==> src/rtl/router_pkt_tx.sv <==
// router_pkt_tx: host-loaded packet master for the 1x3 router input port.
// The host fills a payload buffer, then requests a start with a destination.
// The block sends the header {len,dest}, then the payload bytes, then the
// XOR parity byte, honouring router busy, and then idles for IPG cycles.
module router_pkt_tx #(
    parameter int MAX_LEN = 63,
    parameter int IPG     = 2
) (
    input  logic       clk,
    input  logic       rst,
    input  logic       ld_en,
    input  logic [7:0] ld_data,
    output logic       ld_rdy,
    output logic [5:0] cnt,
    input  logic       start,
    input  logic [1:0] dest,
    input  logic       corrupt_par,
    input  logic       busy,
    output logic       pkt_valid,
    output logic [7:0] data_out,
    output logic       tx_busy,
    output logic       done,
    output logic       req_err
);

    // Width of the gap counter; at least one bit so IPG of 0 or 1 still elaborates.
    localparam int         GW       = (IPG > 1) ? $clog2(IPG) : 1;
    localparam logic [5:0] MAX_CNT  = 6'(MAX_LEN);
    localparam logic [GW-1:0] GAP_LAST = GW'(IPG - 1);

    typedef enum logic [2:0] {
        IDLE,
        HDR,
        PLD,
        PAR,
        GAP
    } state_t;

    // Request fields captured when a start is accepted.
    typedef struct packed {
        logic [5:0] len;
        logic [1:0] dst;
        logic       corrupt;
    } req_t;

    state_t        state;
    req_t          req;
    logic [5:0]    idx;
    logic [7:0]    par;
    logic [GW-1:0] gap_cnt;
    logic [7:0]    mem [MAX_LEN];

    logic start_ok;
    logic load_fire;
    logic last_byte;

    // A start wins over a load in the same cycle; a rejected start also drops the load.
    assign start_ok  = start && (cnt != 6'd0) && (dest != 2'd3);
    assign ld_rdy    = (state == IDLE) && (cnt < MAX_CNT);
    assign load_fire = ld_en && ld_rdy && !start;
    assign tx_busy   = (state != IDLE);
    assign last_byte = (idx == req.len - 6'd1);

    // Payload storage; contents are don't-care after reset so it carries no reset.
    always_ff @(posedge clk) begin
        if (load_fire)
            mem[cnt] <= ld_data;
    end

    // Transmit FSM with registered router-side outputs.
    always_ff @(posedge clk or posedge rst) begin
        if (rst) begin
            state     <= IDLE;
            req       <= '0;
            cnt       <= '0;
            idx       <= '0;
            par       <= '0;
            gap_cnt   <= '0;
            pkt_valid <= 1'b0;
            data_out  <= '0;
            done      <= 1'b0;
            req_err   <= 1'b0;
        end else begin
            done    <= 1'b0;
            req_err <= 1'b0;
            case (state)
                IDLE: begin
                    if (start) begin
                        if (start_ok) begin
                            req.len     <= cnt;
                            req.dst     <= dest;
                            req.corrupt <= corrupt_par;
                            par         <= {cnt, dest};
                            data_out    <= {cnt, dest};
                            pkt_valid   <= 1'b1;
                            state       <= HDR;
                        end else begin
                            req_err <= 1'b1;
                        end
                    end else if (load_fire) begin
                        cnt <= cnt + 6'd1;
                    end
                end
                HDR: begin
                    if (!busy) begin
                        idx      <= '0;
                        data_out <= mem[0];
                        state    <= PLD;
                    end
                end
                PLD: begin
                    if (!busy) begin
                        par <= par ^ data_out;
                        if (last_byte) begin
                            pkt_valid <= 1'b0;
                            data_out  <= par ^ data_out ^ {8{req.corrupt}};
                            state     <= PAR;
                        end else begin
                            idx      <= idx + 6'd1;
                            data_out <= mem[idx + 6'd1];
                        end
                    end
                end
                PAR: begin
                    if (!busy) begin
                        data_out <= '0;
                        gap_cnt  <= '0;
                        if (IPG == 0) begin
                            cnt   <= '0;
                            idx   <= '0;
                            done  <= 1'b1;
                            state <= IDLE;
                        end else begin
                            state <= GAP;
                        end
                    end
                end
                GAP: begin
                    if (gap_cnt == GAP_LAST) begin
                        cnt   <= '0;
                        idx   <= '0;
                        done  <= 1'b1;
                        state <= IDLE;
                    end else begin
                        gap_cnt <= gap_cnt + GW'(1);
                    end
                end
                default: state <= IDLE;
            endcase
        end
    end

endmodule

==> config.mk <==
export PLATFORM = sky130hd
export DESIGN_NAME = router_pkt_tx
export DESIGN_NICKNAME = d
export VERILOG_FILES = /design/src/rtl/router_pkt_tx.sv
export SDC_FILE = /design/constraint.sdc
export NUM_CORES = 1
export LEC_CHECK = 0
export ABC_AREA = 1
export ABC_CLOCK_PERIOD_IN_PS = 4300
export CORE_MARGIN = 1.5
export CORE_UTILIZATION = 65
export CTS_BUF_LIST = sky130_fd_sc_hd__clkbuf_16
export DETAILED_ROUTE_END_ITERATION = 6
export PLACE_DENSITY = 0.83
export SLEW_MARGIN = 10
export SYNTH_ARGS = -nofsm -noshare
export SYNTH_HDL_FRONTEND = slang
export SYNTH_SLANG_ARGS = --single-unit
==> constraint.sdc <==
create_clock -name clk -period 4.3 [get_ports clk]
set_input_delay 0.43 -clock clk [delete_from_list [all_inputs] [get_ports clk]]
set_output_delay 0.43 -clock clk [all_outputs]
set_load 0.005 [all_outputs]
Word-level counts from Yosys, hierarchy flattened
Memories as Yosys holds them, arrays and structs flattened. Cells that the tools add are included.

Equal/unequal tests: 16. Add/subtract/negate cells: 4. Mux-type cells: 40. $lt $le $gt $ge: 1. Bitwise gates (word level): 2. Reductions and logical operators: 22.

Operators by type and width (number): $mux 8 (7); $mux 6 (6); $pmux 8 s4 (1); $ne 2x2->1 const B (11); $mux 3 (7); $pmux 6 s3 (1); $pmux 8 s2 (1); $xor 8x8->8 (2); $pmux 3 s5 (1); $mux 1 (13); $add 6x1->6 const B (2); $pmux 6 s2 (1); $reduce_and 5->1 (2); $reduce_and 4->1 (2); $reduce_and 7->1 (1); $eq 3x2->1 const B (2); $eq 6x6->1 (1); $lt 6x6->1 const B (1); $reduce_and 6->1 (1); $reduce_bool 2->1 (3); $reduce_bool 3->1 (2); $reduce_bool 6->1 (1); $sub 6x1->6 const B (1); $logic_and 1x1->1 (5); 9 further kinds (10).

Bits in registers: 42. Output and inout port bits: 19. Input bits: 16. Memories: 1. Word-level logic and storage cells: 97. Memory bits (writable): 504.

Memory list: mem (words 63, width 8, rd ports 2, clocked after memory_dff 0, write ports 1, RTL line 51) `logic [7:0] mem [MAX_LEN];`.

Logic depth before layout (Yosys ltp)
Depth in word-level cells: 7. Mapped depth: 15. Gate-level depth less buffers: 15.

Worst setup path after synthesis
Ideal clock, no wire load.

Path kind: register to register. From: reg state[1]. To: mem mem[10][0] (enable). Path buffers: 1. Required time: 3.930 ns. Library setup time: 0.370 ns. Stages on the path, launching flop included: 9. Slack: 2.105 ns. Arrival: 1.824 ns. Period minus slack after synthesis: 2.195 ns. Path through: dfrtp_1 buf_2 nor2_4 nand2_2 nor3_1 o21ai_1 nor2_1 nand2_1 nor2_1.

Cells in the longest elaborated chain, start to end: 6.

RTL lines: start: declaration (RTL line 46) `state_t state;`; start signal: assignment (RTL line 73) `state <= IDLE;`; start signal: assignment (RTL line 96) `state <= HDR;`; start signal: assignment (RTL line 108) `state <= PLD;`; $logic_not 3->1 (RTL line 59) `assign ld_rdy = (state == IDLE) && (cnt < MAX_CNT);`; $logic_and 1x1->1 (RTL line 59); $logic_and 1x1->1 (2 in a row) (RTL line 60) `assign load_fire = ld_en && ld_rdy && !start;`; $mux 1 (RTL line 66) `if (load_fire)`; $mux 1 (implied by the code) (RTL line 67) `mem[cnt] <= ld_data;`; end: declaration (RTL line 51).

No other way between the ends.

Worst setup path after layout
From: reg idx[0]. To: reg data_out[5].

Cells in the longest elaborated chain, start to end: 5. Elaborated cells between the ends (all ways): 6. Those cells by class: add/sub (1); eq/ne (1); mux (3); memory (1).

RTL lines: start: declaration (RTL line 48) `logic [5:0] idx;`; start signal: assignment (RTL line 119) `idx <= idx + 6'd1;`; $add 6x1->6 (RTL line 120) `data_out <= mem[idx + 6'd1];`; $mem_v2 63x8; $mux 8 (*) (RTL line 114) `if (last_byte) begin`; $mux 8 (*) (RTL line 112) `if (!busy) begin`; $pmux 8 s4 (*) (RTL line 86) `case (state)`; end signal: assignment (RTL line 94) `data_out <= {cnt, dest};`; end signal: assignment (RTL line 116) `data_out <= par ^ data_out ^ {8{req.corrupt}};`; end signal: assignment (RTL line 120); end: declaration (RTL line 20) `output logic [7:0] data_out,`.

Mark *: on every way between the ends. The rest lies on a longest branch, timed or not. The select of a mux whose other input is x is not followed. A chain may end at the register's enable or synchronous reset.

==> results.tsv <==
stage	metric	value	unit
setup_path	r2r worst-path depth	12	
power_and_ir_drop	Int Power	9669	uW
setup_path	register-to-register path setup slack	0.58	ns
setup_path	critical-path cell list	ha_4 > inv_4 > buf_4 > nand3_1 > nand3_1 > nand3_1 > nand3_1 > nand3_1 > nand3_1 > nand2_1 > nand2_1 > nand2_1	
placement	Post-Place Cell Area	0.02352	sq mm
timing	crit path time final	3.718	ns
cells_and_area	final core utilization	72.35	%
placement	port bufs	34	
cts	TritonCTS Sinks	546	
logic_synthesis	Synth warnings	0	
cells_and_area	Storage cell area	0.01619	sq mm
cells_and_area	most common cell after layout, fill and taps aside	nand2_1	
setup_path	CP max FO	87	
cts	CTS tree	built	
timing	Slew Limit Fails	0	
setup_path	CP max-delay cell	inv_4	
power_and_ir_drop	P_sw	5172	uW
global_routing	largest net degree at the start of global routing	91	
setup_path	kind of critical path	reg -> reg	
cts	Skew-Pair Late Insertion Delay	0.60	ns
cells_and_area	Area Growth Syn to Fin	9.206	%
cells_and_area	fillers	2231	
route	Routed Antenna Nets	0	
cts	H-Tree Depth	2	
setup_path	critical path depth	12	
placement	routability cong.	0.9134	
cells_and_area	most frequent cells in the layout	nand2_1 (660), edfxtp_1 (504), nand3_1 (494)	
cts	Resize count post-CTS	0	
floorplanning	area of the die	0.03652	sq mm
cells_and_area	nets	2087	
cts	maximum clock path buffer count	3	
power_and_ir_drop	Net Sw Frac	34.85	%
route	post-DR wirelength/cell	23.56	um
logic_synthesis	Yosys reg bits	546	
timing	RSZ-0062 raised after global routing	false	
floorplanning	Ports	35	
global_routing	initial antenna violation count	0	
global_routing	Congestion Overflow GR	0	
power_and_ir_drop	Comb pwr share	28.4	%
cells_and_area	area of the multi-input gates	0.006090	sq mm
route	DRC errors left	0	
cts	Clock transition at path regs	0.07	ns
route	total iterations of the first detailed-routing run	7	
logic_synthesis	Avg Cell Area, Syn	11.10	sq um
timing	final setup violation count	0	
setup_path	CP most frequent cell	nand3_1	
hold_path	hold crit path type	in -> async	
power_and_ir_drop	Power, Total	14840	uW
floorplanning	die height	191.1	um
timing	slew margin rel.	14.19	%
setup_path	CP delay by family, top	buffers and inverters	
cells_and_area	final instance area	0.02511	sq mm
setup_path	Crit path required time	4.79	ns
power_and_ir_drop	Worst IR Drop VDD	0.5723	mV
floorplanning	Starting Density	66.25	%
setup_path	FF-to-FF Start	idx[0]	
route	WL final	60340	um
setup_path	worst path bufs/invs	2	
floorplanning	Die X	191.1	um
global_routing	first-pass GRT wire length	91890	um
timing	clock skew	0.03797	ns
cts	Setup Buffers After CTS	0	
logic_synthesis	Syn Inst Count	2072	
floorplanning	row count	68	
cts	# hold bufs at CTS	0	
power_and_ir_drop	Sequential Power Share	42.1	%
timing	final hold vios	0	
global_routing	number of global-route vias before repair	16021	
setup_path	Crit. End Element	register	
logic_synthesis	Synth cell types	36	
status	run status	finished clean	
logic_synthesis	post-synth net total	2092	
cts	Root Driver	clkbuf_16	
timing	TNS Setup	0	ns
route	post-DR vias/cell	6.441	
floorplanning	core area	0.03471	sq mm
power_and_ir_drop	Leak	0.009194	uW
timing	final worst path period share	86.46	%
logic_synthesis	post-synthesis sequential area ratio	70.38	%
setup_path	Worst Path Arrival	4.21	ns
setup_path	CP endpoint	data_out[5]	
run	Max Cap Violations	0	
setup_path	Critical Path Max Stage Delay	0.76	ns
power_and_ir_drop	Power Density	591.0	mW/mm^2
route	Iter 0 DRT Violations	2556	
setup_path	Critical Path Source Type	register	
cts	TritonCTS Buffers	52	
placement	Post-DP HPWL	35300	um
route	via count	16495	
timing	highest achievable clock rate	0.2690	GHz
setup_path	reg-to-reg endpoint	data_out[5]	
cells_and_area	share of layout cells above drive strength 1	5.653	%
logic_synthesis	mapped cell area	0.02300	sq mm
power_and_ir_drop	share of power burned in the clock network	29.5	%
setup_path	Worst setup startpoint	idx[0]	
timing	measured slew at the worst slew-check pin	1.279	ns
global_routing	Tot GR Track Use	33.88	%
==> cell usage after synthesis <==
cell type	number	share of area, %
nor2_2	2	0.054
nor2_1	121	2.0
edfxtp_1	504	66
o22ai_1	3	0.082
o21ai_2	1	0.038
nor2_4	1	0.049
a21oi_2	1	0.038
ha_1	4	0.22
xor2_1	20	0.76
buf_4	5	0.16
o21bai_1	1	0.033
nand4_2	2	0.11
dfrtp_1	42	4.6
o22ai_2	1	0.054
nand3_1	494	11
xnor2_1	3	0.11
nor3_1	4	0.087
nand2_2	4	0.11
nand3_2	1	0.044
a21oi_1	11	0.24
inv_4	1	0.027
o211ai_2	1	0.054
o21ai_0	14	0.30
o21a_1	1	0.033
buf_1	6	0.098
buf_6	4	0.20
xor2_2	2	0.14
nand2_1	661	11
inv_1	42	0.69
inv_2	4	0.065
o21ai_1	2	0.044
buf_2	69	1.5
clkbuf_1	28	0.46
nand4_1	2	0.054
a31oi_1	8	0.22
clkinv_1	2	0.033
==> registers in the layout, indices dropped and copies added, names as in the netlist, 3 cells and up <==
name / flops
mem: 504
data_out: 8
par: 8
req: 7
cnt: 6
idx: 6
state: 3
==> power groups by stage <==
stage / registers, uW / logic, uW / clock network [uW]
floorplan: 6250 / 2870 / 0
global placement: 6330 / 3960 / 0
detailed placement: 6340 / 4070 / 0
CTS: 6230 / 4110 / 4380
global route: 6250 / 4570 / 4580
finish: 6240 / 4220 / 4380
==> metal layers <==
metal	global-route usage, %	vias to the layer above	wire [um]
met1	47.29	7767	21730
li1	-	7198	-
met4	14.84	0	2434
met5	0	-	0
met3	8.335	198	8253
met2	51.27	1332	27920
==> how the worst min path moves through the flow <==
stage / startpoint / endpoint / slack (ns) / depth (start not counted)
after floorplan: gap_cnt / gap_cnt / 0.46 / 2
after global placement: pkt_valid / pkt_valid / 0.46 / 2
after detailed placement: pkt_valid / pkt_valid / 0.47 / 2
after CTS: rst / req_err / 0.34 / 3
after global routing: rst / par[1] / 0.38 / 3
final: rst / req[0] / 0.32 / 3
==> logic make-up after synthesis <==
family | after synthesis | synth area share, %
flops | 546 | 70.38
simple gates | 1292 | 24.02
compound gates | 44 | 1.137
buf+inv | 161 | 3.226
xor+xnor | 25 | 1.017
fa+ha+maj | 4 | 0.2176
==> per-stage QoR <==
stage	setup slack (ns)	instances	hold WS, ns
finish	0.5821	2561	0.3240
global route	0.4784	2560	0.3766
CTS	0.7100	2560	0.3360
detailed placement	0.7604	2468	0.4714
global placement	0.8398	2468	0.4570
floorplan	2.105	2072	0.4642
==> tightest hold or removal path: cells and delay by family <==
kind	cells	cell delay [ns]
buffers and inverters	3	0.94
==> cell type report <==
cell class	instances	area share [%]
Sequential cell	546	64.46
Multi-Input combinational cell	1365	24.25
Tap cell	455	2.267
Antenna cell	1	0.009964
Timing Repair Buffer	53	1.883
Inverter	49	0.7722
Clock inverter	40	1.176
Clock buffer	52	5.181
Note: power is estimated with default switching activity, not from simulation.
